[src/rtl/mul_pkg.sv]
// Shared definitions for the iterative radix-4 multiplier.
//   state_t       : controller states (idle, stepping, result pulse)
//   DIGW / SELW   : multiplier digit width and digit-select width
//   DEFAULT_WIDTH : default operand width
package mul_pkg;

    typedef enum logic [1:0] {
        S_IDLE = 2'd0,
        S_RUN  = 2'd1,
        S_DONE = 2'd2
    } state_t;

    localparam int DIGW          = 2;
    localparam int SELW          = 5;
    localparam int DEFAULT_WIDTH = 32;

endpackage

[src/rtl/mul_pp_sel.sv]
// Partial-product selector for one radix-4 step.
// Picks the multiple of the extended multiplicand that one digit contributes.
// Optional feature macro: MUL_SIGNED_EN. With this macro, the most-significant
// digit of a signed multiplier is read as a two's-complement digit. The -2A and -A
// multiples are returned as +2A / +A together with a subtract request.
// Ports:
//   digit     in  2       multiplier digit
//   a_ext     in  WIDTH+2 extended multiplicand A
//   a3_ext    in  WIDTH+2 extended 3A
//   is_last   in  1       digit is the most-significant one (MUL_SIGNED_EN only)
//   is_signed in  1       two's-complement mode (MUL_SIGNED_EN only)
//   multiple  out WIDTH+2 selected magnitude
//   sub       out 1       subtract multiple instead of adding (MUL_SIGNED_EN only)
module mul_pp_sel
    import mul_pkg::*;
#(
    parameter int WIDTH = DEFAULT_WIDTH
) (
    input  logic [DIGW-1:0]  digit,
    input  logic [WIDTH+1:0] a_ext,
    input  logic [WIDTH+1:0] a3_ext,
`ifdef MUL_SIGNED_EN
    input  logic             is_last,
    input  logic             is_signed,
    output logic             sub,
`endif
    output logic [WIDTH+1:0] multiple
);

`ifdef MUL_SIGNED_EN
    logic neg_digit_s;
    assign neg_digit_s = is_last & is_signed;
`endif

    // Digit decode: choose 0, A, 2A or 3A.
    // In signed mode, the top digit can instead select -2A or -A.
    always_comb begin
        multiple = {(WIDTH+2){1'b0}};
`ifdef MUL_SIGNED_EN
        sub      = 1'b0;
`endif
        case (digit)
            2'd0: multiple = {(WIDTH+2){1'b0}};
            2'd1: multiple = a_ext;
            2'd2: begin
                multiple = a_ext << 1;
`ifdef MUL_SIGNED_EN
                sub      = neg_digit_s;
`endif
            end
            2'd3: begin
`ifdef MUL_SIGNED_EN
                if (neg_digit_s) begin
                    multiple = a_ext;
                    sub      = 1'b1;
                end else begin
                    multiple = a3_ext;
                    sub      = 1'b0;
                end
`else
                multiple = a3_ext;
`endif
            end
            default: multiple = {(WIDTH+2){1'b0}};
        endcase
    end

endmodule

[src/rtl/mul_radix4_seq.sv]
// Iterative radix-4 multiplier.
// The multiplier consumes one 2-bit multiplier digit per cycle from an external
// digit mux and drives that mux through dig_sel. It accumulates the product
// in a (2*WIDTH+2)-bit shift register.
// Optional feature macro: MUL_SIGNED_EN. This macro adds the is_signed port
// and two's-complement multiplication.
// Ports:
//   clk       in  1        rising-edge clock
//   rst_n     in  1        synchronous active-low reset
//   start     in  1        start request, honoured only when idle
//   a         in  WIDTH    multiplicand, latched on accepted start
//   is_signed in  1        two's-complement mode (MUL_SIGNED_EN only)
//   dig_in    in  2        multiplier digit selected by dig_sel
//   dig_sel   out 5        digit index, 0 outside RUN
//   busy      out 1        high while stepping
//   done      out 1        one-cycle result-valid pulse
//   product   out 2*WIDTH  result, held until the next accepted start
module mul_radix4_seq
    import mul_pkg::*;
#(
    parameter int WIDTH = DEFAULT_WIDTH
) (
    input  logic               clk,
    input  logic               rst_n,
    input  logic               start,
    input  logic [WIDTH-1:0]   a,
`ifdef MUL_SIGNED_EN
    input  logic               is_signed,
`endif
    input  logic [DIGW-1:0]    dig_in,
    output logic [SELW-1:0]    dig_sel,
    output logic               busy,
    output logic               done,
    output logic [2*WIDTH-1:0] product
);

    localparam int NDIG = WIDTH / 2;
    localparam int EW   = WIDTH + 2;
    localparam int PW   = 2 * WIDTH + 2;
    localparam logic [SELW-1:0] LAST_K = SELW'(NDIG - 1);

    state_t               state_r, state_s;
    logic [EW-1:0]        a_r, a3_r;
    logic [PW-1:0]        p_r, p_next_s;
    logic [SELW-1:0]      k_r;
    logic                 busy_r, done_r;
    logic [2*WIDTH-1:0]   product_r;
    logic [EW-1:0]        a_ext_s, a3_ext_s;
    logic [EW-1:0]        mult_s, hi_sum_s;
    logic                 fill_s;
`ifdef MUL_SIGNED_EN
    logic                 signed_r;
    logic                 sub_s;
    logic                 is_last_s;
    assign is_last_s = (k_r == LAST_K);
`endif

    assign dig_sel = k_r;
    assign busy    = busy_r;
    assign done    = done_r;
    assign product = product_r;

    // Extend the incoming multiplicand and form 3A for latching on start.
    always_comb begin
        a_ext_s = {2'b00, a};
`ifdef MUL_SIGNED_EN
        if (is_signed) begin
            a_ext_s = {{2{a[WIDTH-1]}}, a};
        end else begin
            a_ext_s = {2'b00, a};
        end
`endif
        a3_ext_s = a_ext_s + (a_ext_s << 1);
    end

    mul_pp_sel #(
        .WIDTH (WIDTH)
    ) u_pp_sel (
        .digit     (dig_in),
        .a_ext     (a_r),
        .a3_ext    (a3_r),
`ifdef MUL_SIGNED_EN
        .is_last   (is_last_s),
        .is_signed (signed_r),
        .sub       (sub_s),
`endif
        .multiple  (mult_s)
    );

    // One accumulation step: add/sub into the upper part, then shift right by two.
    always_comb begin
`ifdef MUL_SIGNED_EN
        if (sub_s) begin
            hi_sum_s = p_r[PW-1 -: EW] - mult_s;
        end else begin
            hi_sum_s = p_r[PW-1 -: EW] + mult_s;
        end
        fill_s = signed_r & hi_sum_s[EW-1];
`else
        hi_sum_s = p_r[PW-1 -: EW] + mult_s;
        fill_s   = 1'b0;
`endif
        p_next_s = {{2{fill_s}}, hi_sum_s, p_r[WIDTH-1:2]};
    end

    // Next-state logic for IDLE -> RUN -> DONE -> IDLE.
    always_comb begin
        state_s = state_r;
        case (state_r)
            S_IDLE: begin
                if (start) begin
                    state_s = S_RUN;
                end else begin
                    state_s = S_IDLE;
                end
            end
            S_RUN: begin
                if (k_r == LAST_K) begin
                    state_s = S_DONE;
                end else begin
                    state_s = S_RUN;
                end
            end
            S_DONE:  state_s = S_IDLE;
            default: state_s = S_IDLE;
        endcase
    end

    // State, operand, accumulator, counter and output registers.
    always_ff @(posedge clk) begin
        if (!rst_n) begin
            state_r   <= S_IDLE;
            a_r       <= {EW{1'b0}};
            a3_r      <= {EW{1'b0}};
            p_r       <= {PW{1'b0}};
            k_r       <= {SELW{1'b0}};
            busy_r    <= 1'b0;
            done_r    <= 1'b0;
            product_r <= {(2*WIDTH){1'b0}};
`ifdef MUL_SIGNED_EN
            signed_r  <= 1'b0;
`endif
        end else begin
            state_r <= state_s;
            done_r  <= 1'b0;
            case (state_r)
                S_IDLE: begin
                    if (start) begin
                        a_r    <= a_ext_s;
                        a3_r   <= a3_ext_s;
                        p_r    <= {PW{1'b0}};
                        k_r    <= {SELW{1'b0}};
                        busy_r <= 1'b1;
`ifdef MUL_SIGNED_EN
                        signed_r <= is_signed;
`endif
                    end
                end
                S_RUN: begin
                    p_r <= p_next_s;
                    if (k_r == LAST_K) begin
                        // The last step retires the product directly, so it is valid with done.
                        k_r       <= {SELW{1'b0}};
                        busy_r    <= 1'b0;
                        done_r    <= 1'b1;
                        product_r <= p_next_s[2*WIDTH-1:0];
                    end else begin
                        k_r <= k_r + 5'd1;
                    end
                end
                S_DONE: begin
                    done_r <= 1'b0;
                end
                default: begin
                    k_r    <= {SELW{1'b0}};
                    busy_r <= 1'b0;
                end
            endcase
        end
    end

endmodule
[config.mk]
export PLATFORM = sky130hd
export DESIGN_NAME = mul_radix4_seq
export DESIGN_NICKNAME = d
export VERILOG_FILES = /design/src/rtl/mul_pkg.sv /design/src/rtl/mul_pp_sel.sv /design/src/rtl/mul_radix4_seq.sv
export SDC_FILE = /design/constraint.sdc
export NUM_CORES = 1
export LEC_CHECK = 0
export CORE_UTILIZATION = 50
export DETAILED_ROUTE_END_ITERATION = 6
export MAX_ROUTING_LAYER = met4
export PLACE_DENSITY = 0.85
export SLEW_MARGIN = 20
export SYNTH_ARGS = -nofsm -noshare
export SYNTH_HDL_FRONTEND = slang
export SYNTH_SLANG_ARGS = --single-unit
[constraint.sdc]
create_clock -name clk -period 3.8 [get_ports clk]
set_input_delay 0.57 -clock clk [delete_from_list [all_inputs] [get_ports clk]]
set_output_delay 0.57 -clock clk [all_outputs]
set_load 0.005 [all_outputs]
==> impl_metrics.csv, run 1 <==
group,metric,value,unit
placement,hpwl,19700,µm
worst_setup_path,arrival,3.83,ns
floorplan,core_area,20500,µm²
worst_setup_path,slowest_stage,"clkdlybuf4s50_1",
yosys,netlist_instances,1248,
timing,fmax,0.286,GHz
placement,gp_congestion,0.930,
timing,grt_setup_unrepaired,"no",
clock_network,clock_latency,0.44,ns
clock_network,cts_tree,"done",
power,power.leakage,5.52,nW
timing,period_minus_slack,3.50,ns
yosys,synth.most_common_cell,"nand2_1",
floorplan,top_level_ports,108,
clock_network,cts.clk_slew.worst_paths,0.07,ns
cells_and_area,antenna_cells,0,
worst_setup_path,cp_top_family,"compound AO/OA/AOI/OAI gates",
clock_network,cts.sinks,200,
yosys,netlist.area_leader.share,37.9,%
yosys,synth_area_leaders,"dfxtp_1 (38%), a22o_1 (8.7%), ha_1 (7.8%)",
power,power_density,363,nW/µm²
worst_setup_path,path_class,"input pin to flop",
route,wl,26500,µm
route,drc_errors,0,
route,via_count,9630,
power,p_total,4.74,mW
timing,fin_skew,0.00953,ns
route,routed_via_density,5.74,
timing,setup_violations,0,
yosys,synth.distinct_cells,58,
route,routed_wire_length_per_instance,15.8,µm
timing,tightest_slew,0.969,ns
run,maxCapViolCount,0,
yosys,synth_commonest_cells,"nand2_1 (215), dfxtp_1 (200), a21oi_1 (145)",
clock_network,postCtsHoldBufs,0,
yosys,syn_nets,1353,
worst_setup_path,slowest_delay,0.61,ns
worst_setup_path,crit_path_end_kind,"flop",
worst_setup_path,cp.required,4.13,ns
grt,grt_start_max_net_pins,68,
clock_network,cts_max_level,4,
clock_network,numCtsBuffers,17,
clock_network,cts_setup_buffers,0,
timing,maxSlewHeadroom,35.2,%
route,ant_nets,0,
worst_hold_path,hp-class,"flop to flop",
worst_hold_path,worstHoldStart,"a3_r[23]",
route,dr.first_iter.drc_count,787,
yosys,ys.flop_type,"dfxtp_1",
worst_setup_path,cp_num_buf_inv,2,
status,status,"complete, no violations",
clock_network,cts-root-buf,"clkbuf_16",
cells_and_area,finalNetCount,1502,
yosys,netlist_area,10600,µm²
timing,final_hold_viol_count,0,
yosys,async_flop_share,0,%
grt,antenna_found_initial,0,
floorplan,dieArea,21700,µm²
timing,maxSlewViolCount,0,
grt,grt_pass1_vias,8963,
yosys,yosys_warnings,0,
yosys,synth_seq_area_share,37.9,%
worst_setup_path,crit_path_cell_trace,"clkdlybuf4s50_1 -> nor2b_2 -> buf_4 -> a22o_1 -> ha_1 -> a211oi_1 -> nor2_1 -> o211a_1 -> o21ai_1 -> o21ai_1 -> a211o_1 -> a211oi_2 -> xnor2_1 -> a22o_1",
clock_network,cts.path.max_buffers,2,
floorplan,start_util,51.5,%
worst_setup_path,crit_path_start_kind,"input pin",
yosys,avgSynthCellArea,8.46,µm²
worst_setup_path,startpoint,"dig_in[1]",
yosys,yosys.area.top_type,"dfxtp_1",
grt,gr-total-overflow,0,
timing,whs,0.452,ns
timing,period_share,92.1,%
route,firstDrtPassIters,5,
floorplan,fp.dieW,147,µm
cells_and_area,drive_gt1_share,13.5,%
placement,io_buffer_count,107,
grt,grt_pass1_wl,43700,µm
floorplan,rows,52,
yosys,synth-edff-count,0,
worst_setup_path,crit-reg2reg-launch,"a3_r[0]",
cells_and_area,area_growth,23.6,%
grt,track_usage,25.4,%
floorplan,die_y,147,µm
power,peakVddDrop,0.000283,V
yosys,ys_ff_latch,200,
worst_setup_path,crit_fanout,4,
path summary, 6_finish.rpt:
path               to  slack, ns  cells past startpoint
min reg2reg  a3_r[23]       0.45                      2
min          a3_r[23]       0.45                      2
max reg2reg   p_r[61]       0.65                     12
max           p_r[61]       0.30                     14
state kept, by name, indices dropped and copies added (netlist names):
register	flops
p_r	62
busy	1
state_r	2
dig_sel	5
done	1
product	64
a3_r	34
a_r	31
metrics by stage:
step                cell area [µm²]  setup slack, ns  cells  util (%)  setup TNS (ns)
CTS                           13000            0.126   1679      63.5               0
global route                  13100            0.155   1679      63.7               0
global placement              12500           -0.235   1648      60.9           -4.46
detailed placement            12500           -0.341   1648      60.9           -6.38
finish                        13100            0.299   1679      63.7               0
floorplan                     10600          0.00210   1248         -               0
placed cells by master, fill, tap and decap left out, types with 16 or more instances in the layout:
master,instances
a21oi_1,143
inv_1,19
nor2_1,61
xnor2_1,28
a21o_1,32
a22o_1,105
clkdlybuf4s50_1,106
nand3_1,23
xor2_1,24
dfxtp_1,200
buf_4,106
nand4_1,16
o21ai_0,40
nand2_1,214
ha_1,66
clkbuf_16,17
mux2_2,32
layer usage:
metal	vias up	part of all wire [%]	global-route usage, %
met5	-	0	-
met4	0	2.0	7.99
met3	41	4.4	3.14
met2	274	44	38.8
met1	4515	49	34.9
li1	4800	-	-
cell type report:
class / instances / area, µm²
fillers: 1705 / 7440
multi-input cells: 943 / 6200
flip-flops and latches: 200 / 4000
repair buffers: 215 / 1890
clock buffers: 19 / 433
well taps: 270 / 338
clock inverters: 12 / 116
inverters: 20 / 76.3
power breakdown:
group	switching [mW]	leakage [nW]	internal (mW)
clock	0.812	0.271	0.913
combinational	0.447	3.63	0.353
sequential	0.0494	1.62	2.16
total	1.31	5.52	3.43
timing repair:
action                     4_1_cts  5_1_grt
hold endpoints to repair         0        0
gates resized for setup          0        8
setup endpoints to repair        0       16
worst register-to-register path, cell delays in order (launching register included):
cell      delay, ns
dfxtp_1        0.33
mux2_2         0.26
a22o_1         0.24
ha_1           0.31
a211oi_1       0.27
nor2_1         0.10
o211a_1        0.26
o21ai_1        0.19
o21ai_1        0.17
a211o_1        0.36
a211oi_2       0.22
xnor2_1        0.10
a22o_1         0.24
kinds of logic after synthesis:
family / Yosys count / synth area share [%]
xor gates and xnor gates: 52 / 4.31
DFF: 200 / 37.9
adders and majority gates: 68 / 8.20
and+or+nand+nor: 378 / 15.8
muxes: 34 / 3.61
AOI/OAI and AO/OA: 411 / 26.4
buffers and inverters: 105 / 3.77
(Power assumes the default switching activity.)
==> inputs of run 2 (changes only) <==
--- a/config.mk
+++ b/config.mk
@@ -9,6 +9,7 @@
 export DETAILED_ROUTE_END_ITERATION = 6
 export MAX_ROUTING_LAYER = met4
 export PLACE_DENSITY = 0.85
+export REMOVE_ABC_BUFFERS = 1
 export SLEW_MARGIN = 20
 export SYNTH_ARGS = -nofsm -noshare
 export SYNTH_HDL_FRONTEND = slang
==> run 2 against run 1 <==
Compared with the run above:
- highest routed layer unchanged
- flip-flop and latch count stayed put
- maximum frequency is 1.7% lower
- worst hold slack worse by 0.0021 ns
- via count is 0.83% lower
- first-iteration DRC count is 1.0% higher
- cell count hardly changed
- critical path type unchanged
- sequential power hardly changed
- global-route usage is 0.38 points higher
- clock-buffer cell count is 1 higher
- power is 1.6% higher
- combinational power hardly changed
- non-clock buffer count is 2 lower
==> impl_metrics.csv, run 2 (same netlist as run 1, synthesis figures left out) <==
group,metric,value,unit
status,status,"complete, no violations",
cells_and_area,final_common_cell,"nand2_1",
cells_and_area,largest_reg_flops,64,
worst_setup_path,crit_fanout,7,
timing,finalSetupTns,0,ns
cells_and_area,fillers,1743,
route,routed_wire_length_per_instance,15.9,µm
cells_and_area,final_cell_mix,"nand2_1 (215), dfxtp_1 (200), a21oi_1 (145), clkdlybuf4s50_1 (106), a22o_1 (105)",
route,dr.first_iter.drc_count,795,
clock_network,cts_tree,"done",
floorplan,core_area,20500,µm²
power,power.leakage,5.53,nW
placement,gp_congestion,0.881,
grt,grtUsageMet1,35.4,%
timing,fin_skew,0.0109,ns
floorplan,start_util,51.5,%
grt,track_usage,25.8,%
timing,grt_setup_unrepaired,"no",
power,p_total,4.81,mW
floorplan,top_level_ports,108,
route,routed_via_density,5.69,
worst_setup_path,cp.required,4.13,ns
cells_and_area,seq_area,4000,µm²
worst_setup_path,cp_num_buf_inv,1,
floorplan,fp.dieW,147,µm
grt,grt_pass1_wl,44600,µm
clock_network,cts.sinks,200,
clock_network,cts.clk_slew.worst_paths,0.07,ns
clock_network,cts_max_level,4,
worst_setup_path,crit-reg2reg-launch,"a3_r[1]",
grt,antenna_found_initial,0,
timing,final_hold_viol_count,0,
placement,hpwl,19700,µm
worst_setup_path,slowest_delay,0.63,ns
power,peakVddDrop,0.000280,V
timing,fmax,0.281,GHz
worst_setup_path,cp_top_family,"compound AO/OA/AOI/OAI gates",
clock_network,cts-root-buf,"clkbuf_16",
cells_and_area,area_growth,24.1,%
worst_hold_path,hp-class,"flop to flop",
cells_and_area,antenna_cells,0,
cells_and_area,multiInputGateArea,6190,µm²
grt,grt.busiest_layer,"met2",
grt,gr-usage-met3,3.23,%
worst_setup_path,startpoint,"dig_in[1]",
floorplan,rows,52,
floorplan,dieArea,21700,µm²
timing,tightest_slew,1.07,ns
floorplan,die_y,147,µm
grt,grt_start_max_net_pins,79,
worst_setup_path,crit_path_start_kind,"input pin",
worst_hold_path,worstHoldStart,"product[43]",
run,maxCapViolCount,0,
grt,gr-total-overflow,0,
grt,grt_use_met2,40.0,%
clock_network,clock_latency,0.43,ns
grt,grt_pass1_vias,9001,
power,power_density,367,nW/µm²
worst_setup_path,path_class,"input pin to flop",
worst_setup_path,cp_common_cell,"a22o_1",
worst_setup_path,arrival,3.89,ns
timing,setup_violations,0,
route,drc_errors,0,
route,wl,26600,µm
timing,maxSlewHeadroom,28.3,%
clock_network,cts.path.max_buffers,2,
cells_and_area,drive_gt1_share,13.3,%
cells_and_area,finalNetCount,1500,
placement,io_buffer_count,107,
route,firstDrtPassIters,5,
worst_setup_path,slowest_stage,"clkdlybuf4s50_1",
clock_network,postCtsHoldBufs,0,
route,ant_nets,0,
route,via_count,9550,
timing,period_share,93.7,%
worst_setup_path,crit_path_cell_trace,"clkdlybuf4s50_1 -> nor2b_2 -> a22o_1 -> fa_1 -> a211oi_2 -> o21a_1 -> o31a_1 -> nor2_1 -> a41o_1 -> a21oi_1 -> a31oi_1 -> xor2_1 -> a22o_1",
clock_network,numCtsBuffers,17,
timing,maxSlewViolCount,0,
worst_setup_path,crit_path_end_kind,"flop",
timing,period_minus_slack,3.56,ns
[run 2: worst paths after layout]
check	to	cells past startpoint	slack [ns]
worst max register to register	p_r[60]	12	0.63
worst min register to register	product[43]	2	0.45
worst min-delay path	product[43]	2	0.45
worst max-delay path	p_r[60]	13	0.24
[run 2: what timing repair did]
item	in CTS	in global routing
endpoints found under the setup margin	1	21
gates resized for setup	1	4
hold endpoints to repair	0	0
setup buffers	0	0
[run 2: final cells by class]
| type | instances | share of cell area (%) |
|---|---|---|
| clock buffer | 20 | 3.48 |
| multi-input combinational | 943 | 47.2 |
| timing repair buffer | 213 | 14.6 |
| inverter | 20 | 0.573 |
| sequential | 200 | 30.5 |
| tap | 270 | 2.58 |
| clock inverter | 12 | 1.04 |
[run 2: per-stage QoR]
stage	hold WS [ns]	utilization [%]	instance area [µm²]	std cells	worst slack (ns)
finish	0.450	64.0	13100	1678	0.240
global route	0.470	64.0	13100	1678	0.0412
CTS	0.454	63.9	13100	1678	0.0603
detailed placement	0.445	61.0	12500	1646	-0.434
global placement	0.438	61.0	12500	1646	-0.356
floorplan	0.428	-	10200	1163	-1.30
[run 2: where the power goes]
part           switching, mW  internal, mW  total (mW)
registers             0.0502          2.16        2.21
clock network          0.836         0.962        1.80
logic                  0.447         0.356       0.803
[run 2: tightest hold or removal path, cell delays in order, from the launching register on]
cell and delay [ns]:
dfxtp_1 0.31, nand2_1 0.05, a21oi_1 0.05
[run 2: metal layers]
layer	vias to the layer above	part of all wire, %
met5	-	0
met4	0	1.5
met3	22	3.7
met2	215	46
met1	4498	49
li1	4815	-
==> inputs of run 3 (changes only) <==
--- a/config.mk
+++ b/config.mk
@@ -7,6 +7,7 @@
 export LEC_CHECK = 0
 export CORE_UTILIZATION = 50
 export DETAILED_ROUTE_END_ITERATION = 6
+export GPL_ROUTABILITY_DRIVEN = 0
 export MAX_ROUTING_LAYER = met4
 export PLACE_DENSITY = 0.85
 export REMOVE_ABC_BUFFERS = 1
==> run 3 against run 2 <==
Compared with the run above:
- register-to-register slack barely moved
- sequential share of layout area is 0.17 points higher
- largest power group unchanged
- via count is 2.6% higher
- flip-flop and latch count stayed put
- clock power is 3% higher
- sequential power hardly changed
- non-clock buffer count fell by 12
- routed wire length is 0.12% higher
- design area decreased by 0.55%
- highest routed layer unchanged
- die area did not move
- utilization is 0.35 points lower
==> impl_metrics.csv, run 3 (same netlist as run 1, synthesis figures left out) <==
group,metric,value,unit
floorplan,core_area,20500,µm²
route,wl,26600,µm
floorplan,top_level_ports,108,
placement,io_buffer_count,107,
clock_network,cts_tree,"done",
cells_and_area,area_growth,23.4,%
power,peakVddDrop,0.000283,V
timing,fin_skew,0.0158,ns
cells_and_area,final_common_cell,"nand2_1",
power,net-switching-power,1.40,mW
cells_and_area,final_area,13000,µm²
worst_setup_path,slowest_delay,0.54,ns
floorplan,dieArea,21700,µm²
floorplan,die_y,147,µm
grt,track_usage,25.3,%
worst_setup_path,crit_path_end_kind,"flop",
timing,final_hold_viol_count,0,
timing,maxSlewHeadroom,29.9,%
timing,tightest_slew,1.05,ns
timing,setup_ws,0.128,ns
worst_setup_path,arrival,3.99,ns
cells_and_area,final_cell_mix,"nand2_1 (215), dfxtp_1 (200), a21oi_1 (145), clkdlybuf4s50_1 (107), a22o_1 (105)",
cells_and_area,antenna_cells,0,
worst_setup_path,cp_common_cell,"a22o_1",
power,combPwrFrac,16.4,%
cells_and_area,finalNetCount,1488,
route,routed_via_density,5.88,
worst_setup_path,crit_path_cell_trace,"clkdlybuf4s50_1 -> buf_12 -> buf_4 -> mux2_2 -> a22o_1 -> ha_1 -> and3_1 -> a31oi_1 -> o221a_2 -> o21ai_2 -> a211o_1 -> a211oi_2 -> xnor2_1 -> a22o_1",
worst_setup_path,crit_fanout,13,
grt,grt_pass1_vias,9162,
clock_network,clock_latency,0.44,ns
grt,antenna_found_initial,0,
timing,fmax,0.272,GHz
clock_network,cts.path.max_buffers,2,
worst_setup_path,cp_num_buf_inv,3,
floorplan,start_util,51.5,%
power,power.leakage,5.47,nW
worst_setup_path,worst-path-stages,14,
clock_network,cts.sinks,200,
placement,hpwl,19500,µm
worst_setup_path,path_class,"input pin to flop",
power,swShare,28.7,%
route,ant_nets,0,
worst_setup_path,r2r_end,"p_r[60]",
route,via_count,9802,
placement,dp_slack,-0.326,ns
cells_and_area,drive_gt1_share,12.6,%
power,clkPwrFrac,38.1,%
power,power_density,373,nW/µm²
timing,setup_violations,0,
worst_setup_path,worstRegToRegCells,12,
clock_network,cts_setup_buffers,0,
placement,place_area,12400,µm²
grt,grt_start_max_net_pins,74,
grt,grt_pass1_wl,44000,µm
worst_setup_path,crit_path_start_kind,"input pin",
floorplan,fp.dieW,147,µm
grt,gr-total-overflow,0,
route,routed_wire_length_per_instance,16.0,µm
worst_setup_path,startpoint,"dig_in[0]",
power,pwr-share-seq,45.5,%
clock_network,cts-root-buf,"clkbuf_16",
timing,grt_setup_unrepaired,"no",
clock_network,numCtsBuffers,17,
power,p_int,3.47,mW
status,status,"complete, no violations",
route,firstDrtPassIters,5,
worst_setup_path,crit-reg2reg-launch,"a3_r[0]",
worst_setup_path,r2r_slack,0.63,ns
clock_network,cts.clk_slew.worst_paths,0.07,ns
timing,period_share,96.6,%
timing,period_minus_slack,3.67,ns
timing,maxSlewViolCount,0,
run,maxCapViolCount,0,
worst_hold_path,hp-class,"flop to flop",
clock_network,cts_max_level,4,
cells_and_area,largest_reg_flops,64,
worst_setup_path,slowest_stage,"clkdlybuf4s50_1",
worst_setup_path,cp.required,4.12,ns
worst_setup_path,cp_top_family,"compound AO/OA/AOI/OAI gates",
floorplan,rows,52,
route,dr.first_iter.drc_count,836,
route,drc_errors,0,
worst_setup_path,endpoint,"p_r[61]",
[run 3: cell count changes in the layout (fill, tap and decap cells not counted)]
cell             before  now
inv_12                0    1
clkbuf_1              1    0
dlymetal6s2s_1        1    0
buf_4               102   91
clkbuf_8              2    0
inv_8                 1    2
clkinv_8              2    5
clkinv_2              1    0
clkdlybuf4s50_1     106  107
buf_12                3    2
clkinvlp_4            3    2
[run 3: how the worst min path moves through the flow]
stage	cells past startpoint	to	start
3_5_place_dp	2	a3_r[15]	a3_r[15]
6_report	2	product[23]	product[23]
4_1_cts	2	a3_r[15]	a3_r[15]
3_3_place_gp	2	product[56]	product[56]
5_1_grt	2	product[23]	product[23]
2_1_floorplan	2	a3_r[7]	a3_r[7]
[run 3: what timing repair did]
action	CTS	global route
resized for setup	0	4
setup endpoints to repair	0	11
hold buffers	0	0
[run 3: metal layers]
metal | up-vias | global-route usage [%] | part of all wire [%]
li1 | 4792 | - | -
met1 | 4618 | 32.6 | 45
met2 | 337 | 40.3 | 47
met3 | 55 | 3.48 | 5.3
met4 | 0 | 9.33 | 2.4
met5 | - | - | 0
[run 3: metrics by stage]
| step | setup TNS (ns) | power [mW] | hold slack [ns] | utilization [%] | cells |
|---|---|---|---|---|---|
| after global routing | 0 | 5.05 | 0.474 | 63.6 | 1666 |
| after global placement | -3.15 | 3.00 | 0.439 | 60.5 | 1634 |
| final | 0 | 4.86 | 0.453 | 63.6 | 1666 |
| after CTS | 0 | 4.86 | 0.456 | 63.5 | 1666 |
| after floorplan | -67.22 | 2.75 | 0.428 | - | 1163 |
| after detailed placement | -5.57 | 3.03 | 0.446 | 60.5 | 1634 |
[run 3: layout make-up]
cell class	count	area [µm²]
fillers	1619	7460
flip-flops and latches	200	4000
clock buffers	17	425
repair buffers	201	1810
multi-input cells	943	6190
inverters	20	75.1
clock inverters	15	200
well taps	270	338
[run 3: worst register-to-register path: stages (launching register included)]
cell,delay (ns)
dfxtp_1,0.34
mux2_2,0.27
a22o_1,0.23
fa_1,0.46
a211oi_2,0.29
o21a_1,0.20
o31a_1,0.22
nor2_1,0.08
a41o_1,0.27
a21oi_1,0.17
a31oi_1,0.11
xor2_1,0.17
a22o_1,0.23
[run 3: power by group through the flow]
stage	logic, mW	registers (mW)	clock network [mW]
floorplan	0.513	2.24	0
global placement	0.752	2.25	0
detailed placement	0.778	2.26	0
CTS	0.785	2.21	1.87
global route	0.871	2.22	1.96
finish	0.796	2.21	1.86
